## src/rtl/out_ser_tri_pkg.sv

```systemverilog
// Shared definitions for the out_ser_tri serializer: FSM state encoding and bit-order selectors.
package out_ser_tri_pkg;

    typedef enum logic [1:0] {
        ST_IDLE  = 2'd0,
        ST_SHIFT = 2'd1,
        ST_TURN  = 2'd2
    } state_t;

    typedef enum logic {
        ORDER_LSB = 1'b0,
        ORDER_MSB = 1'b1
    } order_e;

endpackage

```

## src/rtl/out_ser_tri.sv

```systemverilog
// Parallel-to-serial pad driver: shifts words out on OQ, drives TQ low only while bits are on the
// wire, and inserts a high-Z turnaround gap between bursts.
//
// state    | meaning
// ST_IDLE  | pad released, waiting for a word
// ST_SHIFT | driving bits; reload on the last bit keeps the burst going
// ST_TURN  | pad released, counting down the turnaround gap
module out_ser_tri
    import out_ser_tri_pkg::*;
#(
    parameter int WIDTH     = 8,
    parameter int TURN      = 2,
    parameter int MSB_FIRST = 1
) (
    input  logic             CLK,
    input  logic             RST,
    input  logic [WIDTH-1:0] D,
    input  logic             DVALID,
    output logic             DREADY,
    output logic             OQ,
    output logic             TQ,
    output logic             BUSY
);

    localparam int     CW    = $clog2(WIDTH);
    localparam int     TW    = $clog2(TURN) + 1;
    localparam order_e ORDER = (MSB_FIRST != 0) ? ORDER_MSB : ORDER_LSB;

    state_t           state, state_nx;
    logic [WIDTH-1:0] sreg, sreg_nx;
    logic [CW-1:0]    cnt, cnt_nx;
    logic [TW-1:0]    tcnt, tcnt_nx;
    logic             tq_q, tq_nx;
    logic             ready;
    logic             xfer;

    // Zero fill means the register is empty once a word has fully left, so OQ idles low for free.
    function automatic logic [WIDTH-1:0] shift_once(input logic [WIDTH-1:0] v);
        if (ORDER == ORDER_MSB)
            return {v[WIDTH-2:0], 1'b0};
        else
            return {1'b0, v[WIDTH-1:1]};
    endfunction

    always_ff @(posedge CLK) begin
        if (RST) begin
            state <= ST_IDLE;
            sreg  <= '0;
            cnt   <= '0;
            tcnt  <= '0;
            tq_q  <= 1'b1;
        end else begin
            state <= state_nx;
            sreg  <= sreg_nx;
            cnt   <= cnt_nx;
            tcnt  <= tcnt_nx;
            tq_q  <= tq_nx;
        end
    end

    always_comb begin
        ready    = (state == ST_IDLE) || ((state == ST_SHIFT) && (cnt == '0));
        DREADY   = ready && !RST;
        xfer     = DVALID && DREADY;
        state_nx = state;
        sreg_nx  = sreg;
        cnt_nx   = cnt;
        tcnt_nx  = tcnt;
        tq_nx    = tq_q;

        case (state)
            ST_IDLE: begin
                if (xfer) begin
                    state_nx = ST_SHIFT;
                    sreg_nx  = D;
                    cnt_nx   = CW'(WIDTH - 1);
                    tq_nx    = 1'b0;
                end
            end
            ST_SHIFT: begin
                sreg_nx = shift_once(sreg);
                if (cnt != '0) begin
                    cnt_nx = cnt - 1'b1;
                end else if (xfer) begin
                    sreg_nx = D;
                    cnt_nx  = CW'(WIDTH - 1);
                end else begin
                    state_nx = ST_TURN;
                    tcnt_nx  = TW'(TURN - 1);
                    tq_nx    = 1'b1;
                end
            end
            ST_TURN: begin
                if (tcnt == '0)
                    state_nx = ST_IDLE;
                else
                    tcnt_nx = tcnt - 1'b1;
            end
            default: begin
                state_nx = ST_IDLE;
                tq_nx    = 1'b1;
            end
        endcase
    end

    assign OQ   = (ORDER == ORDER_MSB) ? sreg[WIDTH-1] : sreg[0];
    assign TQ   = tq_q;
    assign BUSY = (state != ST_IDLE);

endmodule

```

## config.mk

```make
export PLATFORM = sky130hd
export DESIGN_NAME = out_ser_tri
export DESIGN_NICKNAME = d
export VERILOG_FILES = /design/src/rtl/out_ser_tri_pkg.sv /design/src/rtl/out_ser_tri.sv
export SDC_FILE = /design/constraint.sdc
export NUM_CORES = 1
export LEC_CHECK = 0
export ABC_AREA = 1
export CAP_MARGIN = 20
export CORE_AREA = 2 2 48 50
export DETAILED_ROUTE_END_ITERATION = 12
export DIE_AREA = 0 0 50 52
export PLACE_DENSITY = 0.73
export SYNTH_ARGS = -nofsm -noshare
export SYNTH_HDL_FRONTEND = slang
export SYNTH_SLANG_ARGS = --single-unit
```

## constraint.sdc

```tcl
create_clock -name CLK -period 1.45 [get_ports CLK]
set_clock_uncertainty 0.1 [all_clocks]
set_input_delay 0.145 -clock CLK [delete_from_list [all_inputs] [get_ports CLK]]
set_output_delay 0.145 -clock CLK [all_outputs]
set_load 0.03 [all_outputs]
```

# Yosys cells after proc, flatten, opt, wreduce, memory -nomap -nowiden
# Cells that the tools add are included.
dict set report totals {
  word_cells 51
  mem_bits_rw 0
  n_memories 0
  ff_bits 16
  mem_bits_ro 0
  out_inout_bits 4
  latch_bits 0
  in_bits 11
}
dict set report classes {
  bitwise 1
  magnitude_cmp 0
  n_eq_ne 7
  div_mod_pow 0
  mux 20
  n_reduce_logical 16
  n_addsub 2
  shifts 0
  multipliers 0
}
# cell count
set ops {}
lappend ops {{2-to-1 mux 8 bit} 3}
lappend ops {{one-hot mux 8 bit (2 select lines)} 1}
lappend ops {{2-to-1 mux 2 bit} 7}
lappend ops {{AND reduction 4 bit} 3}
lappend ops {{!= test 2 bit, second input constant} 5}
lappend ops {{2-to-1 mux 3 bit} 2}
lappend ops {{one-hot mux 2 bit (3 select lines)} 1}
lappend ops {{one-hot mux 3 bit (2 select lines)} 1}
lappend ops {{nonzero test 2 bit} 3}
lappend ops {{zero test 2 bit} 2}
lappend ops {{one-hot mux 2 bit (2 select lines)} 1}
lappend ops {{logical AND 1 bit} 3}
lappend ops {{zero test 3 bit} 1}
lappend ops {{2-to-1 mux 1 bit} 3}
lappend ops {{one-hot mux 1 bit (3 select lines)} 1}
lappend ops {{nonzero test 3 bit} 1}
lappend ops {{subtractor 3 x 1 -> 3 bit, second input constant} 1}
lappend ops {{== test 2 x 1 -> 1 bit, second input constant} 1}
lappend ops {{== test 2 bit, second input constant} 1}
lappend ops {{AND reduction 2 bit} 1}
lappend ops {{subtractor 2 x 1 -> 2 bit, second input constant} 1}
lappend ops {{zero test 1 bit} 1}
lappend ops {{logical OR 1 bit} 1}
lappend ops {{NOT 1 bit} 1}

# Logic depth before layout (Yosys ltp)
dict set report logic_depth {
  depth_word 8
  mapped_depth 10
  depth_no_buf 10
}

# Worst setup path before layout
# No wires, ideal clock.
dict set report synth_timing {
  path_type {register -> output}
  start {register cnt[0]}
  end {output DREADY}
  required_time_ps 1205
  path_stages_with_launch 7
  n_path_buf 0
  arrival_time_ps 1268
  setup_slack_ps -63
  cell_sequence {dfxtp_1 > inv_1 > ha_1 > nand2_1 > inv_1 > nand2_1 > a21oi_1}
}
dict set report synth_via {
  elab_chain_cells 4
}
# element line
set synth_rtl {}
lappend synth_rtl {{start: declaration} out_ser_tri.sv:31} ;# logic [CW-1:0] cnt, cnt_nx;
lappend synth_rtl {{start signal: assignment} out_ser_tri.sv:55} ;# cnt <= cnt_nx;
lappend synth_rtl {{zero test 3 bit} out_ser_tri.sv:62} ;# ready = (state == ST_IDLE) || ((state == ST_SHIFT) && (cnt == '0));
lappend synth_rtl {{logical AND 1 bit} out_ser_tri.sv:62}
lappend synth_rtl {{logical OR 1 bit} out_ser_tri.sv:62}
lappend synth_rtl {{logical AND 1 bit} out_ser_tri.sv:63} ;# DREADY = ready && !RST;
lappend synth_rtl {{end: declaration} out_ser_tri.sv:19} ;# output logic DREADY,
# Every way passes these cells.

# Worst setup path in the final report
# Same ends and word-level chain as after synthesis.

==> results.cfg <==
[floorplan]
core_area_mm2 = 0.00211
die_y_um = 52
die_w_um = 50
num_rows = 17
io_pins = 15
initial_core_util_pct = 42.8
die_area_mm2 = 0.00260

[sta]
fin_crit_sh_pct = 103
hold_violations = 0
holdWs_ns = 0.338
layout_setup_ws_ns = -0.0453
finalSetupTns_ns = -0.0722
rsz0062_at_grt = true
period_needed_ns = 1.50
max_slew_margin_pct = 80.2
timing.fmax_mhz = 669
setup_viol = 2
slew_violations = 0
worstMarginPinSlew_ns = 0.298

[grt]
grt_overflow = 0
grt_max_degree = 18
grt_pass1_wl_um = 3600
grt_pass1_vias = 919
grt.total_usage_pct = 17.6
antenna_found_initial = 0

[setup_path]
end_kind = output port
cp_num_cells = 7
r2r_cells = 10
crit_buf_inv = 3
crit_required_ns = 1.21
crit_arrival_ns = 1.25
critPathSlowestCell = dfxtp_2
critPathMaxFanout = 2
worst-setup-path-type = flop to output port
slowest_delay_ns = 0.34
cpMostUsedCell = inv_2
critPathTopFamily = flip-flops
crit_path_start_kind = flop
crit_chain = inv_2 -> ha_4 -> nand2_4 -> inv_2 -> nand2_2 -> a21oi_2 -> buf_6

[cells_and_area]
drive_gt1_share_pct = 29.8
diodes = 0
syn_to_final_growth_pct = 44.3
finish.net_count = 186
post-route-util_pct = 61.7

[clocking]
clk_pin_slew_ns = 0.11
clock-sinks = 16
clk_latency_ns = 0.29
tritoncts = done
htree_num_levels = 1
hold_buffers = 0
cts-buffers-inserted = 3
clock_path_buffers = 2
clock-root-buffer = clkbuf_4

[synthesis]
syn_area_um2 = 901
syn_area_per_cell_um2 = 6.53
synth_cell_type_count = 20
yosysWarnings = 0
synth-seq-cells = 16
syn_nets = 152
synth_cells = 138
synth-seq-area-share_pct = 35.6

[drt]
drt-wirelength-per-cell_um = 11.3
vias_per_cell = 4.91
drtIter0Drc = 23
drt_wl_total_um = 2240
num_vias = 977
dr.pass1.iters = 4
drc_errors = 0
ant_nets = 0

[power]
p_clk_share_pct = 25.3
swShare_pct = 32.2
power_density_mw_per_mm2 = 929
seq_power_share_pct = 41.1
p_int_uw = 819
p_switching_uw = 389
combPwrFrac_pct = 33.6
peakVddDrop_mv = 0.808
p_leak_nw = 0.653

[placed_design]
portBuffers = 14
dp_hpwl_um = 1530
gp_congestion = 0.854
detailedPlace.worstSlack_ns = -0.128

[hold_path]
min_path_type = input port to flop
min_path_cells = 3

[run_status]
status = finished with violations
violations = setup timing

[flow_run]
cap_violations = 0
## sequential cells by signal (all words and copies together) (netlist names)
| register | count |
|---|---|
| cnt | 3 |
| tcnt | 2 |
| state | 2 |
| sreg | 8 |
| TQ | 1 |
## final timing paths
check,end,from,slack [ns]
hold / removal,sreg[0]$_SDFFE_PP0P_,D[0],0.34
setup reg to reg,TQ$_SDFFE_PP1P_,cnt[0]$_SDFFE_PP0P_,-0.03
hold reg to reg,TQ$_SDFFE_PP1P_,TQ$_SDFFE_PP1P_,0.36
setup / recovery,DREADY,cnt[0]$_SDFFE_PP0P_,-0.05
## power by group through the flow
| stage | Sequential (mW) | Clock (mW) | Combinational (mW) |
|---|---|---|---|
| after floorplan | 0.511 | 0 | 0.188 |
| after global placement | 0.503 | 0 | 0.314 |
| after detailed placement | 0.505 | 0 | 0.324 |
| after CTS | 0.497 | 0.303 | 0.358 |
| after global routing | 0.502 | 0.323 | 0.449 |
| final | 0.497 | 0.305 | 0.406 |
## timing repair
item,CTS,global route
gates resized for setup,14,11
pin swaps,3,9
setup endpoints to repair,15,14
cloned,0,1
buffers inserted,2,4
## cells in the mapped netlist (all sizes together)
| library cell | n | area, µm² |
|---|---|---|
| buf | 2 | 18.8 |
| nor3 | 1 | 5.00 |
| nand3 | 22 | 110 |
| nor2 | 17 | 71.3 |
| a21oi | 7 | 35.0 |
| ha | 3 | 37.5 |
| inv | 20 | 75.1 |
| o21ai | 3 | 15.0 |
| a21boi | 4 | 33.8 |
| nand4 | 1 | 6.26 |
| nand2 | 41 | 169 |
| dfxtp | 16 | 320 |
| clkbuf | 1 | 3.75 |
## metrics by stage
step	cell area [µm²]	total power, mW	cells
floorplan	905	0.699	138
detailed placement	1150	0.828	188
CTS	1230	1.16	194
global route	1300	1.27	199
global placement	1150	0.818	188
finish	1300	1.21	199
## layer usage
| metal | share of wire [%] | GRT usage [%] |
|---|---|---|
| met1 | 43 | 20.5 |
| met2 | 53 | 33.3 |
| met3 | 4.0 | 1.72 |
| met4 | 0 | 5.56 |
| met5 | 0 | 0 |
## area by class of cell
class                   count  area [µm²]
multi-input cells         100         549
clock buffers               4        36.3
inverters                  20        75.1
flip-flops and latches     16         328
repair buffers             31         277
well taps                  28        35.0
fillers                   190         806
## tightest hold or removal path: stages
cell and delay [ns]:
clkdlybuf4s50_1 0.40, nand3_1 0.08, a21oi_1 0.06
## placed cells by master, fill, tap and decap left out
cell | netlist | layout
a21oi_1 | 7 | 4
o21ai_0 | 3 | 2
ha_1 | 3 | 1
clkdlybuf4s50_1 | 0 | 10
clkbuf_8 | 0 | 1
buf_12 | 0 | 1
nand2_2 | 3 | 7
a21boi_2 | 1 | 1
nor3_1 | 1 | 1
dlygate4sd2_1 | 0 | 2
nor2_2 | 0 | 1
dfxtp_2 | 0 | 3
nand4_1 | 1 | 1
a21boi_0 | 1 | 1
nand3_1 | 22 | 22
ha_2 | 0 | 1
clkbuf_4 | 0 | 3
nor2_1 | 16 | 15
dfxtp_1 | 16 | 12
nor2_4 | 1 | 1
a21boi_1 | 2 | 2
dfxtp_4 | 0 | 1
nand2_1 | 37 | 32
a21oi_2 | 0 | 3
buf_6 | 1 | 1
o21ai_1 | 0 | 1
inv_1 | 17 | 14
ha_4 | 0 | 1
inv_2 | 3 | 6
nand2_8 | 0 | 1
nand2_4 | 1 | 2
buf_4 | 1 | 17
## logic make-up after synthesis
family | count (synthesis) | synth area share, %
and+or+nand+nor | 82 | 40.1
DFF | 16 | 35.6
buffers and inverters | 23 | 10.8
AOI/OAI and AO/OA | 14 | 9.30
adders and majority gates | 3 | 4.17
Note: power is estimated with default switching activity, not from simulation.
